===== src/rtl/cpu_pkg.sv =====
// rtl/cpu_pkg.sv - shared types and encodings for the cpu controller
// Holds the FSM state enum, instruction class enum, opcode/op field values,
// and the nsel/vsel/mem_cmd encodings used by cpu_controller and instr_decode.
package cpu_pkg;

    typedef enum logic [4:0] {
        S_RST, S_IF1, S_IF2, S_UPC, S_DEC, S_WIMM,
        S_GETA, S_GETB, S_EXEC, S_WREG,
        S_ADDR, S_LADDR, S_MEMRD, S_WMEM,
        S_GETD, S_PASS, S_MEMWR, S_HALT
    } state_t;

    typedef enum logic [3:0] {
        C_MOVI, C_MOVR, C_ALU, C_CMP, C_MVN, C_LDR, C_STR, C_HALT, C_ILL
    } iclass_t;

    localparam logic [2:0] OPC_MOV  = 3'b110;
    localparam logic [2:0] OPC_ALU  = 3'b101;
    localparam logic [2:0] OPC_LDR  = 3'b011;
    localparam logic [2:0] OPC_STR  = 3'b100;
    localparam logic [2:0] OPC_HALT = 3'b111;

    localparam logic [1:0] OP_MOVR = 2'b00;
    localparam logic [1:0] OP_MOVI = 2'b10;
    localparam logic [1:0] OP_ADD  = 2'b00;
    localparam logic [1:0] OP_CMP  = 2'b01;
    localparam logic [1:0] OP_AND  = 2'b10;
    localparam logic [1:0] OP_MVN  = 2'b11;

    localparam logic [1:0] MEM_NONE  = 2'b00;
    localparam logic [1:0] MEM_READ  = 2'b01;
    localparam logic [1:0] MEM_WRITE = 2'b10;

    localparam logic [1:0] NSEL_RN = 2'b00;
    localparam logic [1:0] NSEL_RD = 2'b01;
    localparam logic [1:0] NSEL_RM = 2'b10;

    localparam logic [1:0] VSEL_C     = 2'b00;
    localparam logic [1:0] VSEL_PC    = 2'b01;
    localparam logic [1:0] VSEL_MDATA = 2'b10;
    localparam logic [1:0] VSEL_IMM   = 2'b11;

endpackage


===== src/rtl/instr_decode.sv =====
// rtl/instr_decode.sv - combinational instruction classifier
// Ports: opcode (ir[15:13]), op (ir[12:11]) in; cls (instruction class) and
// illegal (undefined opcode/op combination) out.
module instr_decode
    import cpu_pkg::*;
(
    input  logic [2:0] opcode,
    input  logic [1:0] op,
    output iclass_t    cls,
    output logic       illegal
);

    always_comb begin
        cls = C_ILL;
        case (opcode)
            OPC_MOV: begin
                if (op == OP_MOVI)      cls = C_MOVI;
                else if (op == OP_MOVR) cls = C_MOVR;
            end
            OPC_ALU: begin
                case (op)
                    OP_ADD, OP_AND: cls = C_ALU;
                    OP_CMP:         cls = C_CMP;
                    default:        cls = C_MVN;
                endcase
            end
            OPC_LDR:  cls = C_LDR;
            OPC_STR:  cls = C_STR;
            OPC_HALT: cls = C_HALT;
            default:  cls = C_ILL;
        endcase
        illegal = (cls == C_ILL);
    end

endmodule


===== src/rtl/cpu_controller.sv =====
// rtl/cpu_controller.sv - Moore FSM sequencing fetch, decode and execute
// Ports: clk, reset (async active-high), ir (instruction), mem_ready in;
// datapath strobes/selects (nsel, vsel, loada..write, ALUop, shift), fetch
// strobes (load_ir, load_pc, reset_pc, load_addr, addr_sel), mem_cmd, and
// halted/illegal status out.
module cpu_controller
    import cpu_pkg::*;
(
    input  logic        clk,
    input  logic        reset,
    input  logic [15:0] ir,
    input  logic        mem_ready,
    output logic [1:0]  nsel,
    output logic [1:0]  vsel,
    output logic        loada,
    output logic        loadb,
    output logic        loadc,
    output logic        loads,
    output logic        asel,
    output logic        bsel,
    output logic        write,
    output logic [1:0]  ALUop,
    output logic [1:0]  shift,
    output logic        load_ir,
    output logic        load_pc,
    output logic        reset_pc,
    output logic        load_addr,
    output logic        addr_sel,
    output logic [1:0]  mem_cmd,
    output logic        halted,
    output logic        illegal
);

    state_t  state_q, state_d;
    iclass_t cls_q, cls_d;
    logic    illegal_q, illegal_d;
    iclass_t dec_cls;
    logic    dec_illegal;

    // Register-field bits are consumed by the datapath mux, not here.
    logic unused_ir;
    assign unused_ir = ^{ir[10:5], ir[2:0]};

    instr_decode u_decode (
        .opcode  (ir[15:13]),
        .op      (ir[12:11]),
        .cls     (dec_cls),
        .illegal (dec_illegal)
    );

    always_ff @(posedge clk or posedge reset) begin
        if (reset) begin
            state_q   <= S_RST;
            cls_q     <= C_ILL;
            illegal_q <= 1'b0;
        end else begin
            state_q   <= state_d;
            cls_q     <= cls_d;
            illegal_q <= illegal_d;
        end
    end

    // Class is captured in S_DEC so later dispatch ignores ir changes.
    always_comb begin
        state_d   = state_q;
        cls_d     = cls_q;
        illegal_d = illegal_q;
        case (state_q)
            S_RST:  state_d = S_IF1;
            S_IF1:  state_d = S_IF2;
            S_IF2:  if (mem_ready) state_d = S_UPC;
            S_UPC:  state_d = S_DEC;
            S_DEC: begin
                cls_d     = dec_cls;
                illegal_d = dec_illegal;
                case (dec_cls)
                    C_MOVI:                 state_d = S_WIMM;
                    C_MOVR, C_MVN:          state_d = S_GETB;
                    C_ALU, C_CMP:           state_d = S_GETA;
                    C_LDR, C_STR:           state_d = S_GETA;
                    default:                state_d = S_HALT;
                endcase
            end
            S_WIMM: state_d = S_IF1;
            S_GETA: state_d = (cls_q == C_LDR || cls_q == C_STR) ? S_ADDR : S_GETB;
            S_GETB: state_d = S_EXEC;
            S_EXEC: state_d = (cls_q == C_CMP) ? S_IF1 : S_WREG;
            S_WREG: state_d = S_IF1;
            S_ADDR: state_d = S_LADDR;
            S_LADDR: state_d = (cls_q == C_LDR) ? S_MEMRD : S_GETD;
            S_MEMRD: if (mem_ready) state_d = S_WMEM;
            S_WMEM: state_d = S_IF1;
            S_GETD: state_d = S_PASS;
            S_PASS: state_d = S_MEMWR;
            S_MEMWR: if (mem_ready) state_d = S_IF1;
            S_HALT: state_d = S_HALT;
            default: state_d = S_RST;
        endcase
    end

    always_comb begin
        nsel      = NSEL_RN;
        vsel      = VSEL_C;
        loada     = 1'b0;
        loadb     = 1'b0;
        loadc     = 1'b0;
        loads     = 1'b0;
        asel      = 1'b0;
        bsel      = 1'b0;
        write     = 1'b0;
        ALUop     = 2'b00;
        shift     = 2'b00;
        load_ir   = 1'b0;
        load_pc   = 1'b0;
        reset_pc  = 1'b0;
        load_addr = 1'b0;
        addr_sel  = 1'b0;
        mem_cmd   = MEM_NONE;
        halted    = 1'b0;
        illegal   = 1'b0;
        case (state_q)
            S_RST: begin
                reset_pc = 1'b1;
                load_pc  = 1'b1;
            end
            S_IF1: begin
                addr_sel = 1'b1;
                mem_cmd  = MEM_READ;
            end
            S_IF2: begin
                addr_sel = 1'b1;
                mem_cmd  = MEM_READ;
                load_ir  = 1'b1;
            end
            S_UPC:  load_pc = 1'b1;
            S_WIMM: begin
                nsel  = NSEL_RN;
                vsel  = VSEL_IMM;
                write = 1'b1;
            end
            S_GETA: begin
                nsel  = NSEL_RN;
                loada = 1'b1;
            end
            S_GETB: begin
                nsel  = NSEL_RM;
                loadb = 1'b1;
            end
            S_EXEC: begin
                shift = ir[4:3];
                if (cls_q == C_MOVR) begin
                    asel  = 1'b1;
                    loadc = 1'b1;
                end else if (cls_q == C_CMP) begin
                    ALUop = ir[12:11];
                    loads = 1'b1;
                end else begin
                    ALUop = ir[12:11];
                    loadc = 1'b1;
                end
            end
            S_WREG: begin
                nsel  = NSEL_RD;
                vsel  = VSEL_C;
                write = 1'b1;
            end
            S_ADDR: begin
                bsel  = 1'b1;
                loadc = 1'b1;
            end
            S_LADDR: load_addr = 1'b1;
            S_MEMRD: mem_cmd = MEM_READ;
            S_WMEM: begin
                mem_cmd = MEM_READ;
                vsel    = VSEL_MDATA;
                nsel    = NSEL_RD;
                write   = 1'b1;
            end
            S_GETD: begin
                nsel  = NSEL_RD;
                loadb = 1'b1;
            end
            S_PASS: begin
                asel  = 1'b1;
                loadc = 1'b1;
            end
            S_MEMWR: mem_cmd = MEM_WRITE;
            S_HALT: begin
                halted  = 1'b1;
                illegal = illegal_q;
            end
            default: ;
        endcase
    end

endmodule


===== config.mk =====
export PLATFORM = sky130hd
export DESIGN_NAME = cpu_controller
export DESIGN_NICKNAME = d
export VERILOG_FILES = /design/src/rtl/cpu_pkg.sv /design/src/rtl/instr_decode.sv /design/src/rtl/cpu_controller.sv
export SDC_FILE = /design/constraint.sdc
export NUM_CORES = 1
export LEC_CHECK = 0
export CAP_MARGIN = 20
export CORE_MARGIN = 2
export CORE_UTILIZATION = 46
export DETAILED_ROUTE_END_ITERATION = 7
export GPL_TIMING_DRIVEN = 0
export PLACE_DENSITY = 0.93
export SYNTH_ARGS = -nofsm -noshare
export SYNTH_HDL_FRONTEND = slang
export SYNTH_SLANG_ARGS = --single-unit

===== constraint.sdc =====
create_clock -name clk -period 2.2 [get_ports clk]
set_input_delay 0.22 -clock clk [delete_from_list [all_inputs] [get_ports clk]]
set_output_delay 0.22 -clock clk [all_outputs]
set_load 0.05 [all_outputs]

==> impl_metrics.json <==
{
  "outcome": "finished, final reports clean",
  "finalSetupViolations": 0,
  "n_fill_cell": 199,
  "die_x_um": 51.1,
  "cts_made_buffers": 3,
  "p_leak_nw": 0.633,
  "synth_fp_nets": 158,
  "ys_seq_elements": 10,
  "hp-class": "primary input to async pin",
  "synth_xor_xnor_area_share": 0.0172,
  "grt_usage": 0.238,
  "place_inst": 198,
  "synthArstFlopShare": 1.00,
  "yosysSeqAreaShare": 0.246,
  "drtIter0Drc": 31,
  "tightest_slew_ns": 0.497,
  "cts_root_buffer": "clkbuf_4",
  "clk_latency_ns": 0.26,
  "overflow": 0,
  "rr_worst_depth": 4,
  "irDropWorstVdd_v": 0.000927,
  "drt-wirelength-per-cell_um": 14.1,
  "r2r-start": "state_q[3]",
  "cts_tree": "built",
  "pre_cts_ws_ns": -0.0549,
  "rsz0062_at_grt": "no",
  "multi_input_area_sq_um": 719,
  "avgSynthCellArea_sq_um": 7.35,
  "num_vias": 1170,
  "finalNonFillerCells": 202,
  "clockBufferDepth": 2,
  "finalCriticalPeriod_ns": 2.10,
  "hold_buffers": 0,
  "drt-vias-per-instance": 5.79,
  "post-cts-setup-buffers": 0,
  "crit_start": "state_q[1]",
  "synthDistinctLibCells": 47,
  "synth-compound-area-share": 0.250,
  "fin_skew_ns": 0.00224,
  "synth_edf_count": 0,
  "start_util": 0.475,
  "max_cap_violations": 0,
  "critPathRequiredTime_ns": 1.98,
  "drive_gt1_frac": 0.247,
  "nNetsFinal": 194,
  "seq_area_sq_um": 251,
  "period_share": 0.953,
  "p_total_w": 0.00194,
  "report.final.slew_viol_count": 0,
  "yosys_warnings": 0,
  "syn_to_final_growth_pct": 34.4,
  "synth_top_family_by_area": "simple AND/OR/NAND/NOR gates",
  "grt_pass1_vias": 1081,
  "path_clk_slew_ns": 0.06,
  "synthAdderAreaFrac": 0,
  "power.density_nw_per_um2": 1420,
  "rrSetupSlack_ns": 0.77,
  "finalWirelength_um": 2840,
  "r2r-end": "state_q[4]",
  "grt_max_degree": 11,
  "fin_hold_ws_ns": 0.239,
  "portBuffers": 31,
  "diodes": 0,
  "arrival_ns": 1.88,
  "remaining_drc_errors": 0,
  "htreeDepth": 1,
  "coreArea_sq_um": 2150,
  "synth_ff_type": "dfrtp_1",
  "cp_max_fo": 10,
  "first_pass_iters": 4,
  "ant_nets": 0,
  "grt_first_pass_wirelength_um": 4690,
  "dieArea_sq_um": 2610,
  "max_freq_ghz": 0.477,
  "boundaryPins": 43,
  "cp-start-kind": "register",
  "synthSimpleGateAreaFrac": 0.392,
  "worstSetupPathType": "register to primary output",
  "fp-row-count": 17,
  "synth_mux_area_frac": 0.00980,
  "worst_slack_ns": 0.104,
  "hold_violations": 0,
  "grt_antenna_before_repair": 0,
  "fp.dieH_um": 51.1,
  "crit_path_end_kind": "primary output",
  "cts.sinks": 10,
  "post-dp-hpwl_um": 2190,
  "gp_congestion": 0.930,
  "synth_cells": 139,
  "netlist_area_sq_um": 1020,
  "slew_headroom": 0.670
}
cells by family (layout without fill, tap and decap cells):
kind of cell / Yosys count / count (layout)
flip-flops: 10 / 10
AO/OA/AOI/OAI: 39 / 39
multiplexers: 1 / 1
buffers and inverters: 17 / 52
XOR/XNOR: 2 / 2
AND/OR/NAND/NOR: 70 / 70
how the worst max path moves through the flow:
| stage | endpoint | depth (start not counted) | slack [ns] |
|---|---|---|---|
| after global routing | mem_cmd[1] | 4 | 0.01 |
| after CTS | mem_cmd[0] | 6 | 0.002 |
| final | vsel[0] | 5 | 0.10 |
| after floorplan | bsel | 4 | 0.07 |
| after global placement | write | 5 | -0.03 |
| after detailed placement | write | 5 | -0.05 |
metal layers:
metal	up-vias	part of all wire	track usage
li1	575	-	-
met1	546	0.40	0.283
met2	45	0.51	0.424
met3	4	0.076	0.0643
met4	0	0.0084	0.0541
met5	-	0	0
layout by cell type, fill, tap and decap left out, types with 2 or more instances in the layout:
| cell type | instances |
|---|---|
| a21o_1 | 2 |
| a21oi_1 | 7 |
| a221oi_1 | 3 |
| and2_1 | 5 |
| and3_1 | 4 |
| buf_2 | 9 |
| clkbuf_1 | 2 |
| clkbuf_2 | 10 |
| clkbuf_4 | 3 |
| clkdlybuf4s15_2 | 4 |
| clkdlybuf4s50_1 | 7 |
| dfrtp_1 | 9 |
| dlygate4sd2_1 | 9 |
| inv_1 | 5 |
| nand2_1 | 10 |
| nand2b_1 | 7 |
| nand3_1 | 4 |
| nand3b_1 | 2 |
| nor2_1 | 13 |
| nor2b_1 | 3 |
| nor3_1 | 4 |
| nor3_2 | 2 |
| nor4_2 | 2 |
| o21ai_0 | 12 |
| o22ai_1 | 3 |
| or2_2 | 2 |
| xor2_1 | 2 |
synthesized netlist by cell type, types with 4 or more instances:
library cell / count / area share
nand2_1: 10 / 0.037
nand3_1: 4 / 0.020
and2_1: 5 / 0.031
dfrtp_1: 9 / 0.22
nor3_1: 6 / 0.029
buf_2: 8 / 0.039
inv_1: 5 / 0.018
nand2b_1: 7 / 0.043
and3_1: 4 / 0.025
nor2_1: 14 / 0.051
o21ai_0: 12 / 0.059
a21oi_1: 7 / 0.034
area by class of cell:
class,count,area share
plain buffers,12,0.0492
clock buffers,4,0.0191
inverters,5,0.0137
multi-input cells,112,0.524
flip-flops and latches,10,0.183
well taps,28,0.0255
repair buffers,31,0.185
sequential cells by signal (all words and copies together), names as in the netlist:
register and count:
illegal_q 1, cls_q 4, state_q 5
repair_timing:
item	in CTS	in global routing
hold endpoints to repair	0	0
resized for setup	38	21
endpoints found under the setup margin	24	14
pin swaps	0	0
per-stage QoR:
stage	setup TNS (ns)	cell area, sq um	utilization
6_report	0	1370	0.639
3_5_place_dp	-0.191	1390	0.649
2_1_floorplan	0	1050	-
4_1_cts	0	1410	0.655
3_3_place_gp	-0.0611	1390	0.649
5_1_grt	0	1370	0.639
power by group:
part           internal, W  switching [W]  leakage [nW]
combinational     0.000488       0.000976         0.494
clock            0.0000697      0.0000550        0.0150
sequential        0.000274      0.0000807         0.124
total             0.000831        0.00111         0.633
worst max-delay path, stage by stage (launching register included):
cell	delay (ns)
dfrtp_1	0.37
buf_2	0.19
buf_2	0.20
or2_2	0.33
nor3_2	0.15
clkdlybuf4s15_2	0.38
Power figures use the tool's default switching activity.
==> RTL change 1 (same settings) <==
Make the reset (`reset`) synchronous in one clocked block. Comments in the files are not updated.
--- a/src/rtl/cpu_controller.sv
+++ b/src/rtl/cpu_controller.sv
@@ -48,7 +48,7 @@
         .illegal (dec_illegal)
     );
 
-    always_ff @(posedge clk or posedge reset) begin
+    always_ff @(posedge clk) begin
         if (reset) begin
             state_q   <= S_RST;
             cls_q     <= C_ILL;
Behaviour: differs if reset is asserted again (counterexample within 4 cycles, from zero or initial values and one cycle with reset high); with reset held inactive, the same outputs for 10 cycles.
==> RTL change 1 against the unedited design <==
- worst setup slack worse by 0.061 ns
- sequential cell count unchanged
- area after synthesis down 5.6%
- critical path depth up 1
- maximum frequency down 2.8%
- sequential share of layout area down 3.5 points
- design area down 1.3%
- routed wire length up 2.2%
- critical path type unchanged
Power is not compared: it rests on default switching activity, and its combinational part moved more than twofold at a synthesized area within 25%.
==> RTL change 1: results <==
group,metric,value,unit
layout,num-nonclk-inverters,1,
place,dp_cells,201,
die,die_x,49.8,um
grt,grt_pass1_wl,4870,um
routing,drt_iter0_drc,68,
layout,drive_above_1_share,0.192,
worst_setup_path,crit_start,"state_q[2]$_SDFFE_PP0P_",
synthesis,ys_seq_area_frac,0.208,
timing,whs,0.334,ns
grt,grt_pass1_vias,1086,
timing,skew,0.00340,ns
place,placed_area,1320,sq um
min_path,worst_hold_path.endpoint,"state_q[4]$_SDFFE_PP0P_",
clocking,root_buffer,"clkbuf_4",
grt,grtUsageTotal,0.250,
worst_setup_path,cp.arrival,1.94,ns
clocking,cts_buffers,3,
power,finalPower,823,uW
run_status,outcome,"finished clean",
synthesis,synthTopCellsByCount,"a21oi_1, nand2_1, nor2_1, dfxtp_1, clkbuf_1",
min_path,hp-class,"in -> reg",
clocking,post_cts_buffers,0,
layout,layout.nonclk_buf_frac,0.264,
layout,antenna_cells,0,
routing,detailroute.via_count,1209,
layout,nNonClkBuffers,44,
power,seq-power,213,uW
routing,dr.pass1.iters,4,
synthesis,yosys_most_used_dff,"dfxtp_1",
clocking,clk_pin_slew,0.06,ns
synthesis,synthTopCellsByArea,"dfxtp_1, a21oi_1, nand2_1",
worst_setup_path,cpPeakStageDelay,0.56,ns
timing,period_share,0.980,
synthesis,synth_cell_type_count,44,
place,hpwl,2170,um
routing,wl_per_cell,14.3,um
worst_setup_path,crit_path_end,"mem_cmd[1]",
worst_setup_path,rrSetupSlack,0.59,ns
layout,multi_input_gates,119,
worst_setup_path,r2r_start,"state_q[0]$_SDFFE_PP0P_",
routing,vias_per_cell,5.93,
synthesis,postSynth.asyncResetShare,0,
place,post-place-ws,-0.291,ns
layout,nFillCells,186,
worst_setup_path,r2r.worst_path.cells,5,
clocking,cts_resized,54,
worst_setup_path,cp_slowest_cell,"dlygate4sd2_1",
layout,seq_area,200,sq um
timing,tightestPinTransition,0.505,ns
worst_setup_path,timing.rr.end,"illegal_q$_SDFFE_PP0P_",
layout,multiInputGateArea,737,sq um
synthesis,synthesis.nets,162,
clocking,htree_num_levels,1,
layout,final-clk-cell-share,0.0166,
synthesis,syn_inst,143,
place,place.gp.congestion,0.931,
layout,syn2layout_area_growth,40.6,%
==> RTL change 1: cell types whose count changed after synthesis, sizes merged, moves of 4 or more <==
cell,change
a21oi,+8
buf,-6
clkbuf,+7
dfrtp,-9
dfxtp,+10
inv,-4
nand2,+4
o21ai,-4
==> RTL change 1: kinds of logic (layout without fill, tap and decap cells) <==
family | after synthesis | count (layout) | synth area share
muxes | 1 | 1 | 0.0104
and+or+nand+nor | 75 | 75 | 0.432
xor gates and xnor gates | 3 | 3 | 0.0273
buffers and inverters | 14 | 48 | 0.0623
AOI/OAI and AO/OA | 40 | 40 | 0.260
DFF | 10 | 10 | 0.208
==> RTL change 1: per-layer routing <==
layer / routed length, um / global-route usage / vias to the layer above
li1: - / - / 595
met1: 1200 / 0.301 / 542
met2: 1450 / 0.460 / 68
met3: 238 / 0.0576 / 4
met4: 14 / 0.0278 / 0
met5: 0 / 0 / -
==> RTL change 2 (same flow settings) <==
Without the edit above. Re-encode `iclass_t` (9 values) as one-hot, 9 bits wide.
--- a/src/rtl/cpu_pkg.sv
+++ b/src/rtl/cpu_pkg.sv
@@ -10,8 +10,8 @@
         S_GETD, S_PASS, S_MEMWR, S_HALT
     } state_t;
 
-    typedef enum logic [3:0] {
-        C_MOVI, C_MOVR, C_ALU, C_CMP, C_MVN, C_LDR, C_STR, C_HALT, C_ILL
+    typedef enum logic [8:0] {
+        C_MOVI = 9'b000000001, C_MOVR = 9'b000000010, C_ALU = 9'b000000100, C_CMP = 9'b000001000, C_MVN = 9'b000010000, C_LDR = 9'b000100000, C_STR = 9'b001000000, C_HALT = 9'b010000000, C_ILL = 9'b100000000
     } iclass_t;
 
     localparam logic [2:0] OPC_MOV  = 3'b110;
Behaviour: no difference found for any inputs over 10 cycles, from zero or initial values and one cycle with reset high; not proved beyond that.
==> RTL change 2 against the unedited design <==
- utilization fell by 0.60 points
- worst setup slack got worse by 0.063 ns
- die area rose by 11%
- area after synthesis rose by 12%
- total power rose by 19%
- routed wire length rose by 14%
- hold slack improved by 0.064 ns
- first-iteration DRC count rose by 68%
- count of clock-buffer cells in the layout did not move
- maximum frequency fell by 2.9%
- sequential cell count rose by 5
- design area rose by 11%
- via count rose by 7.7%
- largest cell class unchanged
==> RTL change 2: results <==
group,metric,value,unit
synthesis,yosys_warnings,0,
synthesis,synthTopCellsByCount,"nand2_1, dfrtp_1, nor3_1, nor2_1",
power,leakage,0.709,nW
layout,layout.nets,206,
routing,dr.pass1.iters,4,
routing,wirelength,3250,um
worst_setup_path,r2r_start,"state_q[1]$_DFFE_PP0P_",
synthesis,synthesis.nets,168,
place,place.gp.congestion,0.909,
layout,top_regs,"cls_q x9, state_q x5, illegal_q x1",
timing,whs,0.302,ns
routing,met1_length,1310,um
worst_setup_path,timing.rr.end,"cls_q[6]$_DFFE_PP0N_",
clocking,root_buffer,"clkbuf_4",
layout,nFillCells,222,
routing,met2RoutedLength,1710,um
power,peakVddDrop,0.000967,V
routing,vias_per_cell,5.83,
worst_setup_path,rrSetupSlack,0.39,ns
synthesis,synth_cell_type_count,44,
grt,grt_pass1_vias,1188,
synthesis,synthTopCellsByArea,"dfrtp_1, nor3_1, nand2_1",
worst_setup_path,r2r.worst_path.cells,7,
worst_setup_path,cp.arrival,1.94,ns
timing,skew,0.0114,ns
routing,met3WireLength,211,um
timing,max_slew_margin,0.614,
layout,layout_commonest_cell,"nand2_1",
run_status,outcome,"finished clean",
worst_setup_path,cp_slowest_cell,"or4b_2",
clocking,clk_pin_slew,0.09,ns
clocking,clkLatencyLatePin,0.28,ns
place,hpwl,2560,um
layout,drive_above_1_share,0.247,
place,port_buffers,32,
routing,drt_iter0_drc,52,
synthesis,ys_seq_area_frac,0.330,
grt,grtUsageTotal,0.244,
worst_setup_path,cp_max_fo,4,
worst_setup_path,cpPeakStageDelay,0.73,ns
grt,grt_max_degree,16,
power,switching_share,0.571,
grt,grt_pass1_wl,5150,um
-- RTL change 2: cell types whose count changed in the layout (fill, tap and decap cells not counted), moves of 5 or more --
cell     unedited run  this run
buf_2               9         4
nand2_1            10        18
nor3_1              4        10
o21ai_0            12         3
-- RTL change 2: power groups by stage --
stage	combinational [mW]	sequential, mW	clock (mW)
floorplan	1.25	0.496	0
global placement	1.63	0.520	0
CTS	1.63	0.529	0.156
global route	1.76	0.548	0.169
finish	1.63	0.530	0.154
detailed placement	1.68	0.532	0
-- RTL change 2: worst max path at each step --
stage | from | to | slack [ns] | cells past startpoint
finish | cls_q[1]$_DFFE_PP0N_ | loadc | 0.04 | 4
global route | cls_q[1]$_DFFE_PP0N_ | loadc | -0.007 | 4
CTS | cls_q[1]$_DFFE_PP0N_ | loadc | -0.13 | 4
detailed placement | state_q[3]$_DFFE_PP0P_ | loadc | -0.38 | 6
global placement | state_q[3]$_DFFE_PP0P_ | loadc | -0.34 | 6
floorplan | state_q[2]$_DFFE_PP0P_ | mem_cmd[1] | 0.01 | 3
-- RTL change 2: kinds of logic (layout without fill, tap and decap cells) --
group                     Yosys count  in the layout  synth area share
and+or+nand+nor                    78             78             0.354
AOI/OAI and AO/OA                  37             37             0.229
buffers and inverters              17             54            0.0701
DFF                                15             15             0.330
xor gates and xnor gates            1              1           0.00767
muxes                               1              1           0.00986
-- RTL change 2: what timing repair did --
action,in CTS,in global routing
endpoints found under the setup margin,24,17
pin swaps,0,0
resized for setup,63,32
buffers inserted,0,1
-- RTL change 2: worst max-delay path, delay by kind of cell (launching register included) --
| kind | cells | cell delay, ns |
|---|---|---|
| buffers and inverters | 1 | 0.22 |
| AO/OA/AOI/OAI | 2 | 0.29 |
| flip-flops | 1 | 0.42 |
| AND/OR/NAND/NOR | 1 | 0.73 |
-- RTL change 2: final cells by class --
type | count | area (sq um) | share of cell area
well taps | 30 | 37.5 | 0.0246
repair buffers | 33 | 267 | 0.175
plain buffers | 9 | 53.8 | 0.0353
inverters | 8 | 30.0 | 0.0197
flip-flops and latches | 15 | 379 | 0.249
clock buffers | 4 | 26.3 | 0.0172
multi-input cells | 117 | 732 | 0.480
-- RTL change 2: per-stage QoR --
step | std cells | area, sq um | setup WS [ns] | utilization
after detailed placement | 211 | 1530 | -0.385 | 0.636
final | 216 | 1530 | 0.0407 | 0.633
after floorplan | 149 | 1170 | 0.0136 | -
after CTS | 215 | 1550 | -0.134 | 0.643
after global placement | 211 | 1530 | -0.335 | 0.636
after global routing | 216 | 1530 | -0.00702 | 0.633
-- RTL change 2: layer usage --
| metal | vias to the layer above | GRT usage |
|---|---|---|
| li1 | 609 | - |
| met1 | 588 | 0.292 |
| met2 | 59 | 0.437 |
| met3 | 4 | 0.0278 |
| met4 | 0 | 0.103 |
| met5 | - | 0 |
